**src/rtl/cex_controller.sv**
```systemverilog
// Conditional-execution (CEX) sequencer between decode and execute for the XM23 pipeline.
// Optional saturating squash counter enabled by defining CEX_PERF_CNT_EN.
module cex_controller #(
    parameter int TF_W   = 3,
    parameter int PERF_W = 16
) (
    input  logic              clk,
    input  logic              rst,
    input  logic              inst_valid,
    input  logic              stall,
    input  logic              flush,
    input  logic              cex_valid,
    input  logic [3:0]        cex_cond,
    input  logic [TF_W-1:0]   cex_t,
    input  logic [TF_W-1:0]   cex_f,
    input  logic              psw_n,
    input  logic              psw_z,
    input  logic              psw_c,
    input  logic              psw_v,
    output logic              exec_en,
    output logic              cex_active,
    output logic              nest_err,
    output logic [PERF_W-1:0] supp_cnt
);

    typedef enum logic [1:0] {
        ST_IDLE = 2'd0,
        ST_THEN = 2'd1,
        ST_ELSE = 2'd2
    } state_t;

    localparam logic [TF_W-1:0] TF_ZERO = '0;
    localparam logic [TF_W-1:0] TF_ONE  = TF_W'(1);

    state_t          r_state;
    logic            r_cond_q;
    logic [TF_W-1:0] r_t_rem;
    logic [TF_W-1:0] r_f_rem;
    logic            r_nest_err;

    logic            w_adv;
    logic            w_cond;

    assign w_adv = inst_valid & ~stall;

    // NOTE: every combinational output gets a default first so no path can infer a latch.
    always_comb begin
        w_cond = 1'b0;
        case (cex_cond)
            4'h0: w_cond = psw_z;
            4'h1: w_cond = ~psw_z;
            4'h2: w_cond = psw_c;
            4'h3: w_cond = ~psw_c;
            4'h4: w_cond = psw_n;
            4'h5: w_cond = ~psw_n;
            4'h6: w_cond = psw_v;
            4'h7: w_cond = ~psw_v;
            4'h8: w_cond = psw_c & ~psw_z;
            4'h9: w_cond = ~psw_c | psw_z;
            4'hA: w_cond = (psw_n == psw_v);
            4'hB: w_cond = (psw_n != psw_v);
            4'hC: w_cond = ~psw_z & (psw_n == psw_v);
            4'hD: w_cond = psw_z | (psw_n != psw_v);
            4'hE: w_cond = 1'b1;
            4'hF: w_cond = 1'b0;
            default: w_cond = 1'b0;
        endcase
    end

    // The CEX instruction itself is seen in IDLE, so it always commits.
    always_comb begin
        exec_en = 1'b1;
        case (r_state)
            ST_THEN: exec_en = r_cond_q;
            ST_ELSE: exec_en = ~r_cond_q;
            default: exec_en = 1'b1;
        endcase
    end

    assign cex_active = (r_state != ST_IDLE);
    assign nest_err   = r_nest_err;

    // NOTE: sequential state uses non-blocking assignments so every register samples pre-edge values.
    always_ff @(posedge clk or posedge rst) begin
        if (rst) begin
            r_state    <= ST_IDLE;
            r_cond_q   <= 1'b0;
            r_t_rem    <= TF_ZERO;
            r_f_rem    <= TF_ZERO;
            r_nest_err <= 1'b0;
        end else if (flush) begin
            // cond_q is left alone; it is only meaningful inside a block.
            r_state    <= ST_IDLE;
            r_t_rem    <= TF_ZERO;
            r_f_rem    <= TF_ZERO;
            r_nest_err <= 1'b0;
        end else begin
            r_nest_err <= 1'b0;
            if (w_adv) begin
                case (r_state)
                    ST_IDLE: begin
                        if (cex_valid) begin
                            r_cond_q <= w_cond;
                            r_t_rem  <= cex_t;
                            r_f_rem  <= cex_f;
                            if (cex_t != TF_ZERO) begin
                                r_state <= ST_THEN;
                            end else if (cex_f != TF_ZERO) begin
                                r_state <= ST_ELSE;
                            end else begin
                                r_state <= ST_IDLE;
                            end
                        end
                    end
                    ST_THEN: begin
                        r_nest_err <= cex_valid;
                        r_t_rem    <= r_t_rem - TF_ONE;
                        if (r_t_rem == TF_ONE) begin
                            r_state <= (r_f_rem != TF_ZERO) ? ST_ELSE : ST_IDLE;
                        end
                    end
                    ST_ELSE: begin
                        r_nest_err <= cex_valid;
                        r_f_rem    <= r_f_rem - TF_ONE;
                        if (r_f_rem == TF_ONE) begin
                            r_state <= ST_IDLE;
                        end
                    end
                    default: begin
                        r_state <= ST_IDLE;
                    end
                endcase
            end
        end
    end

`ifdef CEX_PERF_CNT_EN
    logic [PERF_W-1:0] r_supp_cnt;

    always_ff @(posedge clk or posedge rst) begin
        if (rst) begin
            r_supp_cnt <= '0;
        end else if (w_adv && !exec_en && (r_supp_cnt != {PERF_W{1'b1}})) begin
            r_supp_cnt <= r_supp_cnt + PERF_W'(1);
        end
    end

    assign supp_cnt = r_supp_cnt;
`else
    assign supp_cnt = '0;
`endif

endmodule

```
**config.mk**
```make
export PLATFORM = sky130hd
export DESIGN_NAME = cex_controller
export DESIGN_NICKNAME = d
export VERILOG_FILES = /design/src/rtl/cex_controller.sv
export SDC_FILE = /design/constraint.sdc
export NUM_CORES = 1
export LEC_CHECK = 0
export ABC_AREA = 0
export BUFFER_PORTS_ARGS = -buffer_cell sky130_fd_sc_hd__buf_2
export CAP_MARGIN = 30
export CORE_MARGIN = 5
export CORE_UTILIZATION = 47
export DETAILED_ROUTE_END_ITERATION = 6
export HOLD_SLACK_MARGIN = 0.02
export PLACE_DENSITY = 0.78
export SYNTH_ARGS = -nofsm -noshare
export SYNTH_HDL_FRONTEND = slang
export SYNTH_SLANG_ARGS = --single-unit
```
**constraint.sdc**
```tcl
create_clock -name clk -period 2.3 [get_ports clk]
set_input_delay 0.115 -clock clk [delete_from_list [all_inputs] [get_ports clk]]
set_output_delay 0.115 -clock clk [all_outputs]
set_load 0.02 [all_outputs]
```
# Word level (Yosys, flattened, before mapping)
# Cells that the tools add are included.
# totals
output_inout_bits,19
in_bits,20
wordCells,79
register_bits,10
# op_classes
reduce_logical,14
bitwise,12
n_eq_ne,24
add_sub_neg,2
n_mux,22
# ops
cell,count
equality test 4 bit (second input constant),8
2-to-1 mux 3 bit,6
equality test 4 x 3 -> 1 bit (second input constant),4
2-to-1 mux 2 bit,8
one-hot mux 1 bit (16 select lines),1
nonzero test 3 bit,5
one-hot mux 3 bit (2 select lines),2
!= test 3 bit (second input constant),3
equality test 4 x 2 -> 1 bit (second input constant),2
AND reduction 4 bit,2
inverter 1 bit,7
equality test 3 x 1 -> 1 bit (second input constant),2
one-hot mux 2 bit (3 select lines),1
AND reduction 3 bit,2
subtractor 3 x 1 -> 3 bit (second input constant),2
equality test 4 x 1 -> 1 bit (second input constant),1
zero test 4 bit,1
nonzero test 2 bit,2
bitwise AND 1 bit,3
2-to-1 mux 1 bit,3
equality test 2 x 1 -> 1 bit (second input constant),1
equality test 2 bit (second input constant),1
zero test 2 bit,1
bitwise OR 1 bit,2
other kinds (4),4

# Longest topological paths before layout
# Gate-level depths: netlist of the first run.
# depth
word_depth,7
depth_mapped,6
mapped_depth_nobuf,6

# Least setup slack after synthesis of the first run
# OpenSTA, ideal clock, no wires.
# synth_path
path_type,flip-flop to flip-flop
from,reg r_state[0]
to,reg r_state[0]
arrival_time_ps,1642
setup_ps,78
n_path_buf,0
stages_incl_launch_ff,7
t_required_ps,2222
period_less_slack_ps,1720
path_slack_ps,580
cell_sequence,dfrtp_1 > inv_1 > ha_1 > inv_1 > o221ai_1 > or4_1 > a21oi_1
# synth_via
elab_chain_len,4
word_cells_on_any_way,10
cone_classes,eq/ne (5); mux (3); reduce/logical (2)
# synth_lines
item,line_no,source
from (decl),35,state_t r_state;
from (signal assigned),119,r_state <= (r_f_rem != TF_ZERO) ? ST_ELSE : ST_IDLE;
equality test 2 bit (tied with other cells),100,case (r_state)
one-hot mux 2 bit (3 select lines),100,
2-to-1 mux 2 bit,99,if (w_adv) begin
2-to-1 mux 2 bit,91,end else if (flush) begin
# Parallel ways exist; a longest one is shown, timed or not. The select of a mux whose other input is x is not followed.
# A chain may end at the register's enable or synchronous reset.

# Worst setup path in the final report of the first run
# layout_path
from,reg r_state[1]
to,reg r_f_rem[2]
# layout_via
elab_chain_len,4
word_cells_on_any_way,8
cone_classes,eq/ne (2); mux (3); reduce/logical (3)
# layout_lines
item,line_no,source
equality test 2 bit or zero test 2 bit (tied branches),100,
one-hot mux 3 bit (2 select lines),100,
2-to-1 mux 3 bit,99,
2-to-1 mux 3 bit,91,
to (signal assigned),124,r_f_rem <= r_f_rem - TF_ONE;
to (decl),38,logic [TF_W-1:0] r_f_rem;
# Parallel ways exist; a longest one is shown, timed or not. The select of a mux whose other input is x is not followed.

==> results.md, run 1 <==
- Outcome: finished clean
- Worst skew pair latency: between 0.2 and 0.3 ns
- Largest net degree at the start of global routing: 16
- Number of antenna violations at the first check in global routing: 0
- Final number of max-transition violations: 0
- Combinational fraction of design power: 33.7%
- Worst Skew: roughly 0.0019 ns
- Std cell rows: 16
- Ratio of final minimum period to clock period: 79.9%
- Path type of the worst min-delay path: input pin to flip-flop
- Fraction of the yosys area taken by sequential cells: a little over a quarter
- Hold Violations, Final: 0
- Leftover overflow at the end of global routing: 0
- Fill cell count: between 200 and 250
- Vias in the first global route: 789
- Delay of the slowest cell on the worst path: between 0.3 and 0.4 ns
- Standard cell area after detailed placement: 1040 um2
- Required time of the critical path: 2.44 ns
- Summed area of non-filler cells in the final layout: between 1000 and 1500 um2
- DRC Markers: 0
- Per-cell via count in the routed design: just over 5
- Critical Path AT: about 2 ns
- Critical Setup Path Class: flip-flop to flip-flop
- Top-level I/O count: 39
- Number of buffers between clock root and the deepest sink: 2
- Overall Global Routing Usage: approximately 16%
- Layout cells sized above 1: 20.6%
- Clock-pin slew on the worst setup and hold paths: about 0.070 ns
- Worst Slack Setup Final: about 0.46 ns
- Internal cell power: between 0.3 and 0.4 mW
- Reg2Reg Launch Point: r_state[1]
- Buffer type at the clock tree root: clkbuf_4
- Fin crit period: about 1.8 ns
- Max capacitance violation total: 0
- Effective utilization at floorplan: a little under 50%
- Worst setup path start: r_state[1]
- Share of total power in the clock network: between 20 and 30%
- Area growth syn-to-layout: 12.8%
- Die Outline Area: just over 3000 um2
- Post-synthesis instance area: approximately 960 um2
- Clk sink count: 10
- Number of placed instances, taps included: between 150 and 200
- Total detailed-routing wirelength: about 2200 um
- Library cell contributing the largest single delay on the critical path: dfrtp_1
- Net load switching power: around 0.20 mW
- Number of nets at the end of the flow: 170
- Library cells used by synthesis: 40
- Number of antenna repair diodes: 0
- Detail Route Antenna Nets: 0
- Total CTS buffers: 3
- Post-CTS Setup Repair Bufs: 0
- Syn. warnings: 0
- Placer congestion estimate: 0.755
- Half-perimeter wire length of the detailed placement result: 1850 um
- Relative contribution of sequential cells to total power: a little under two fifths
- Clock tree from TritonCTS: yes
- Horizontal extent of the die: approximately 55 um
- Worst setup timing slack at the placement stage: around 0.5 ns
- Static leakage power: between 0.5 and 0.6 nW
- Final instance count without filler cells: 168
- Switching share of power: roughly 35%
- Drt first-iter violations: 40
- Average detailed-routed wire length per instance: around 13 um
- Total power divided by cell area: approximately 520 nW/um2
- Utilization of the core after routing: 55.2%
- Total core area: just under 2000 um2
- Type of origin of the critical path: flip-flop
- Max frequency: roughly 0.54 GHz
- H-tree levels: 1
- Hold path start: cex_f[0]
- Height of the die: ~55 um
- Unrepaired setup endpoints after global routing: no
- DRT Pass-1 Iters: 4
- Post-route setup TNS: 0 ns
- I/O Buffers: 22
- Count of final setup violators: 0
- Instance count of the mapped netlist: ~120
- First-pass GRT wire length: around 3400 um
- Type of element capturing the critical path: flip-flop
- Synth Register Bits: 10
- Average cell area after synthesis: between 8 and 9 um2
- Count of vias placed by the detailed router: 870
- Worst voltage drop across the vdd grid: about 350 uV
- Ordered cell list for the critical path: inv_1 > ha_1 > mux2_1 > a21oi_2 > or4b_1 > o311ai_1
- Biggest fanout along the worst timing path: 7
## worst paths after layout
check / to / slack (ns) / depth (start not counted)
hold / removal: r_f_rem[0] / 0.19 / 3
max in group asynchronous: r_f_rem[1] / 1.64 / 3
min in group asynchronous: r_t_rem[2] / 0.37 / 3
setup reg to reg: r_f_rem[2] / 0.46 / 6
hold reg to reg: r_t_rem[1] / 0.52 / 2
setup / recovery: r_f_rem[2] / 0.46 / 6
## area by class of cell
class	count	area, um2	share of cell area (%)
repair buffers	23	120	11.1
well taps	27	33.8	3.12
multi-input cells	91	593	54.8
inverters	13	48.8	4.51
flip-flops and latches	10	250	23.1
clock buffers	4	36.3	3.35
## kinds of logic after synthesis
logic type                 after synthesis  share of synthesized area, %
muxes                                    4                          4.43
DFF                                     10                          26.1
AOI/OAI and AO/OA                       28                          19.6
buffers and inverters                   30                          18.0
xor gates and xnor gates                 1                         0.913
adders and majority gates                8                          10.4
other                                    1                         0.391
and+or+nand+nor                         34                          20.2
## cells in the mapped netlist
master	instances	share of area (%)
o21ai_0	6	3.1
and4bb_2	1	1.3
mux2i_1	2	2.1
o31ai_1	3	2.3
inv_1	13	5.1
a21oi_2	2	1.8
a22oi_1	1	0.78
o311ai_1	1	0.91
a21oi_1	7	3.7
nor4b_1	1	0.91
dfrtp_1	10	26
nand3b_1	1	0.78
nand2_1	8	3.1
and2b_1	1	0.78
mux2_1	2	2.3
and3_1	2	1.3
nor2b_1	2	1.3
and2_1	1	0.65
or4_1	3	2.3
nor4_1	1	0.65
nand3_1	1	0.52
a21boi_0	1	0.78
or4b_1	1	1.0
nand4_1	1	0.65
a22o_1	1	0.91
a31oi_1	1	0.65
conb_1	1	0.39
buf_4	16	13
nor2_1	6	2.3
o221ai_1	1	0.91
nand2b_1	1	0.65
o311a_1	1	1.0
ha_1	8	10
o211ai_1	1	0.78
nor3b_1	1	0.78
o21a_1	1	0.78
a311o_1	1	1.0
nor3_1	2	1.0
xnor2_1	1	0.91
clkbuf_1	1	0.39
## stage by stage
stage / hold slack (ns) / power, mW
after floorplan: -0.0448 / 0.367
after global placement: 0.125 / 0.396
after detailed placement: 0.121 / 0.405
after CTS: 0.180 / 0.566
after global routing: 0.226 / 0.600
final: 0.187 / 0.564
## repair_timing
item	in CTS	in global routing
gates resized for setup	0	0
hold endpoints to repair	10	0
hold buffers	1	0
## sequential cells by signal, summed over array words and instances, names as in the netlist
signal,flops
r_f_rem,3
r_t_rem,3
r_state,2
nest_err,1
r_cond_q,1
## cells in the final DEF, fill, tap and decap left out, drive strengths merged, types with 4 or more instances in the layout
cell / n
ha: 8
inv: 13
nand2: 8
conb: 16
clkbuf: 4
buf: 22
nor2: 6
a21oi: 9
dfrtp: 10
o21ai: 6
## power by group through the flow
| stage | combinational (mW) | sequential [mW] | clock, mW |
|---|---|---|---|
| 2_1_floorplan | 0.155 | 0.212 | 0 |
| 3_3_place_gp | 0.181 | 0.215 | 0 |
| 3_5_place_dp | 0.188 | 0.217 | 0 |
| 4_1_cts | 0.191 | 0.213 | 0.163 |
| 5_1_grt | 0.215 | 0.217 | 0.169 |
| 6_report | 0.190 | 0.213 | 0.160 |
## metal layers
metal / part of all wire, % / GRT usage (%)
met5: 0 / 0
met4: 1.5 / 6.48
met3: 6.6 / 2.95
met2: 53 / 29.1
met1: 39 / 18.2
## worst max-delay path: cells and delay by family (launching register included)
kind                       cells  cell delay, ns
AOI/OAI and AO/OA              2            0.37
adders and majority gates      1            0.32
buffers and inverters          1            0.11
DFF                            1            0.39
muxes                          1            0.37
and+or+nand+nor                1            0.16
No activity file was read; power rests on OpenSTA's default activity.
==> inputs of run 2 (changes only) <==
- CORE_UTILIZATION: 47 -> 43
- PLACE_DENSITY: 0.78 -> 0.75
- clock period: 2.3 -> 1.6 ns (I/O delays scaled with it)
==> results.md, run 2 (synthesized netlist as in run 1, its figures left out) <==
- Horizontal extent of the die: between 50 and 60 um
- Delay of the slowest cell on the worst path: 0.55 ns
- Count of vias placed by the detailed router: 964
- Standard cell area after detailed placement: roughly 1100 um2
- DRC Markers: 0
- Worst hold endpoint: r_t_rem[0]
- Biggest fanout along the worst timing path: 2
- Placer congestion estimate: approximately 0.86
- Static leakage power: about 0.62 nW
- Layout cells sized above 1: a little over a third
- Ordered cell list for the critical path: inv_1 > ha_1 > nor2b_2 > o221ai_2 > or4_1 > a21oi_2
- Average detailed-routed wire length per instance: 15.0 um
- Commonest cells after routing, fill and taps aside: buf_2, conb_1, buf_4
- Number of antenna repair diodes: 0
- Clock-pin slew on the worst setup and hold paths: roughly 0.070 ns
- Count of final setup violators: 2
- R2r worst-path depth: 6
- Hold Violations, Final: 0
- Per-cell via count in the routed design: approximately 5.2
- Max frequency: between 0.6 and 0.7 GHz
- Fin crit period: between 1.5 and 2 ns
- Registers with the most flip-flops: r_f_rem: 3 flops, r_t_rem: 3 flops, r_state: 2 flops
- Type of origin of the critical path: flip-flop
- Total power divided by cell area: just over 700 nW/um2
- Leftover overflow at the end of global routing: 0
- Buffer type at the clock tree root: clkbuf_4
- Overall Global Routing Usage: between 10% and 20%
- Path type of the worst min-delay path: input pin to flip-flop
- Hold Path Stages: 3
- Height of the die: approximately 57 um
- Library cell contributing the largest single delay on the critical path: or4_1
- Number of antenna violations at the first check in global routing: 0
- Kind of cell with the highest combined delay on the critical path: simple AND/OR/NAND/NOR gates
- Total CTS buffers: 3
- Violated checks: setup timing
- I/O Buffers: 22
- Drt first-iter violations: 34
- First-pass GRT wire length: ~4100 um
- Critical Setup Path Class: flip-flop to flip-flop
- Final number of max-transition violations: 0
- Worst Slack Setup Final: -0.0613 ns
- Reg2Reg Launch Point: r_f_rem[1]
- Summed area of non-filler cells in the final layout: approximately 1300 um2
- Type of element capturing the critical path: flip-flop
- Critical Path AT: about 1.9 ns
- Vias in the first global route: approximately 900
- Total detailed-routing wirelength: between 2000 and 3000 um
- Max capacitance violation total: 0
- Most common cell after layout, fill and taps aside: buf_2
- Clock tree from TritonCTS: yes
- Top-level I/O count: 39
- Worst voltage drop across the vdd grid: 596 uV
- Number of nets at the end of the flow: between 150 and 200
- Std cell rows: 17
- Required time of the critical path: 1.81 ns
- Unrepaired setup endpoints after global routing: yes
- Hold path start: cex_t[0]
- Area growth syn-to-layout: 33.1%
- Worst skew pair latency: between 0.2 and 0.3 ns
- Die Outline Area: roughly 3300 um2
- H-tree levels: 1
- Worst setup timing slack at the placement stage: -0.151 ns
- Crit Reg-Reg Endpoint: r_state[0]
- Ratio of final minimum period to clock period: 104%
- Effective utilization at floorplan: around 44%
- Largest net degree at the start of global routing: 16
- Number of buffers between clock root and the deepest sink: 2
- Detail Route Antenna Nets: 0
- Total core area: between 2000 and 2500 um2
- Half-perimeter wire length of the detailed placement result: 1990 um
- DRT Pass-1 Iters: 4
- Worst Skew: approximately 0.0003 ns
- Flop-to-flop setup slack: -0.06 ns
- Outcome: complete, but fails checks
- Clk sink count: 10
- Buffers plus inverters on the worst setup path: 1
-- run 2: metrics by stage --
| stage | utilization [%] | hold WS (ns) | power [mW] | setup TNS [ns] | instances |
|---|---|---|---|---|---|
| final | 58.9 | 0.137 | 0.924 | -0.0661 | 184 |
| after global routing | 58.9 | 0.139 | 0.978 | -0.278 | 184 |
| after CTS | 56.9 | 0.147 | 0.885 | -0.0289 | 181 |
| after detailed placement | 51.0 | 0.0914 | 0.611 | -0.531 | 173 |
| after global placement | 51.0 | 0.0817 | 0.593 | -0.125 | 173 |
| after floorplan | - | -0.0798 | 0.529 | 0 | 131 |
-- run 2: where the power goes --
group          switching, mW  internal [mW]
Combinational          0.211          0.162
Sequential            0.0248          0.283
Clock                  0.104          0.139
Total                  0.340          0.584
-- run 2: worst max-delay path by stage --
stage,startpoint,end,slack (ns),depth (start not counted)
6_report,r_f_rem[1],r_state[0],-0.06,6
5_1_grt,r_f_rem[1],r_state[0],-0.12,6
4_1_cts,r_state[0],r_f_rem[2],-0.03,6
3_5_place_dp,r_state[1],r_f_rem[2],-0.15,6
3_3_place_gp,r_state[1],r_f_rem[2],-0.08,6
2_1_floorplan,r_state[0],r_f_rem[2],0.007,6
-- run 2: area by class of cell --
type / count / area (um2)
Sequential cell: 10 / 250
Inverter: 13 / 51.3
Tap cell: 28 / 35.0
Timing Repair Buffer: 38 / 239
Multi-Input combinational cell: 91 / 666
Clock buffer: 4 / 36.3
Fill cell: 195 / 892
-- run 2: worst reg2reg max path: stages, from the launching register on --
cell and delay (ns):
dfrtp_1 0.39, inv_1 0.08, ha_1 0.16, nor2b_2 0.17
o221ai_2 0.11, or4_1 0.55, a21oi_2 0.14
-- run 2: timing repair --
action,CTS,global route
setup endpoints to repair,8,8
hold endpoints to repair,10,0
hold buffers,1,0
pin swaps,5,7
resized for setup,13,7
setup buffers,3,3
-- run 2: routing by layer --
metal  GRT usage [%]  vias up  part of all wire [%]
met3            5.88        9                   7.7
met5               0        -                     0
met1            18.0      451                    38
met2            28.7       45                    51
met4            6.62        0                   3.1
li1                -      459                     -
==> inputs of run 3 (changes only) <==
- CORE_UTILIZATION: 43 -> 51
- PLACE_DENSITY: 0.75 -> 0.84
- clock period: 1.6 -> 2.1 ns (I/O delays scaled with it)
==> results.md, run 3 (synthesized netlist as in run 1, its figures left out) <==
- Post-route worst hold slack: 0.183 ns
- Total detailed-routing wirelength: about 2100 um
- Overall Global Routing Usage: 16.8%
- Path type of the worst min-delay path: input pin to flip-flop
- Max frequency: about 0.56 GHz
- Count of vias placed by the detailed router: 865
- Std cell rows: 15
- Worst hold endpoint: r_t_rem[0]
- Registers with the most flip-flops: r_f_rem: 3 flops, r_t_rem: 3 flops, r_state: 2 flops
- Outcome: finished clean
- Switching share of power: 37.2%
- Buffer type at the clock tree root: clkbuf_4
- Worst voltage drop across the vdd grid: roughly 280 uV
- Height of the die: ~53 um
- Relative contribution of sequential cells to total power: between 40 and 50%
- Top-level I/O count: 39
- Buffers plus inverters on the worst setup path: 1
- Hold Violations, Final: 0
- Combinational fraction of design power: a little over a third
- Clk sink count: 10
- Final number of max-transition violations: 0
- Required time of the critical path: between 2 and 2.5 ns
- Net load switching power: approximately 0.21 mW
- Number of nets at the end of the flow: 170
- Area growth syn-to-layout: 11.1%
- Post-route setup TNS: 0 ns
- DRC Markers: 0
- Number of placed instances, taps included: roughly 160
- Critical Path AT: about 1.9 ns
- Static leakage power: 0.529 nW
- Placer congestion estimate: 0.832
- Library cell contributing the largest single delay on the critical path: dfrtp_1
- Total core area: around 1800 um2
- Type of element capturing the critical path: flip-flop
- Post-CTS resize count: 0
- Leftover overflow at the end of global routing: 0
- Most common cell after layout, fill and taps aside: buf_2
- Horizontal extent of the die: 53.4 um
- Clock-pin slew on the worst setup and hold paths: about 0.060 ns
- Largest net degree at the start of global routing: 16
- Critical Setup Path Class: flip-flop to flip-flop
- Fin crit period: approximately 1.8 ns
- Effective utilization at floorplan: 54.4%
- Total CTS buffers: 3
- Biggest fanout along the worst timing path: 7
- Internal cell power: about 0.36 mW
- Worst Skew: 0.00426 ns
- Total power divided by cell area: about 540 nW/um2
- Number of antenna violations at the first check in global routing: 0
- Utilization of the core after routing: ~60%
- Ordered cell list for the critical path: inv_1 > ha_1 > mux2_1 > a21oi_2 > o21a_1 > o311ai_1
- H-tree levels: 1
- I/O Buffers: 22
- Delay of the slowest cell on the worst path: between 0.3 and 0.4 ns
- Commonest cells after routing, fill and taps aside: buf_2, conb_1, inv_1
- Hold Path Stages: 3
- Kind of cell with the highest combined delay on the critical path: compound AO/OA/AOI/OAI gates
- DRT Pass-1 Iters: 4
- Unrepaired setup endpoints after global routing: no
- Hold path start: cex_t[0]
- Final instance count without filler cells: roughly 170
- Detail Route Antenna Nets: 0
- Clock tree from TritonCTS: yes
- Max capacitance violation total: 0
- Crit Reg-Reg Endpoint: r_f_rem[2]
- Flop-to-flop setup slack: just over 0.3 ns
- Vias in the first global route: roughly 870
- Half-perimeter wire length of the detailed placement result: roughly 1700 um
- Number of buffers between clock root and the deepest sink: 2
- Worst skew pair latency: about 0.27 ns
- Quantity of hold-fixing buffers added after cts: 1
- Reg2Reg Launch Point: r_state[0]
- Worst Slack Setup Final: a little over 0.3 ns
- Number of antenna repair diodes: 0
- Layout cells sized above 1: 20.0%
- Post-CTS Setup Repair Bufs: 0
- Worst setup timing slack at the placement stage: about 0.32 ns
- Average detailed-routed wire length per instance: between 10 and 15 um
- Type of origin of the critical path: flip-flop
- Die Outline Area: roughly 2800 um2
- Ratio of final minimum period to clock period: roughly 86%
- Per-cell via count in the routed design: about 5.2
- Count of final setup violators: 0
- First-pass GRT wire length: around 3500 um
- Share of total power in the clock network: a little under a quarter
- Drt first-iter violations: 16
- R2r worst-path depth: 6
[run 3: changes by cell type in the layout (fill, tap and decap cells not counted), moves of 2 or more]
cell     delta
ha_1        +3
ha_4        -2
buf_4      -15
inv_2       -3
a21oi_4     -2
inv_1       +4
[run 3: routing by layer]
metal	track usage [%]	wire (um)
met5	0	0
met4	9.36	42
met3	2.54	167
met2	28.2	974
met1	20.1	910
[run 3: worst max path at each step]
| stage | from | to | cells past startpoint |
|---|---|---|---|
| 2_1_floorplan | r_state[0] | r_state[0] | 6 |
| 3_3_place_gp | r_state[0] | r_state[0] | 6 |
| 3_5_place_dp | r_state[0] | r_f_rem[2] | 6 |
| 4_1_cts | r_state[0] | r_f_rem[2] | 6 |
| 5_1_grt | r_state[0] | r_f_rem[2] | 6 |
| 6_report | r_state[0] | r_f_rem[2] | 6 |
[run 3: tightest hold or removal path, delay by kind of cell]
kind,cells,cell delay [ns]
buf+inv,1,0.10
compound gates,2,0.21
[run 3: through the flow]
step | power [mW] | instance area (um2)
floorplan | 0.401 | 1020
global placement | 0.431 | 1030
global route | 0.611 | 1070
CTS | 0.574 | 1070
detailed placement | 0.442 | 1030
finish | 0.574 | 1070
[run 3: cell type report]
| type | instances | area [um2] |
|---|---|---|
| clock buffer | 3 | 22.5 |
| fill | 172 | 698 |
| inverter | 13 | 48.8 |
| multi-input combinational | 91 | 593 |
| sequential | 10 | 250 |
| tap | 25 | 31.3 |
| timing repair buffer | 23 | 120 |
[run 3: power groups by stage]
stage | clock (mW) | combinational, mW | sequential (mW)
4_1_cts | 0.133 | 0.208 | 0.233
5_1_grt | 0.139 | 0.236 | 0.236
6_report | 0.133 | 0.208 | 0.234
2_1_floorplan | 0 | 0.170 | 0.232
3_3_place_gp | 0 | 0.196 | 0.235
3_5_place_dp | 0 | 0.205 | 0.237
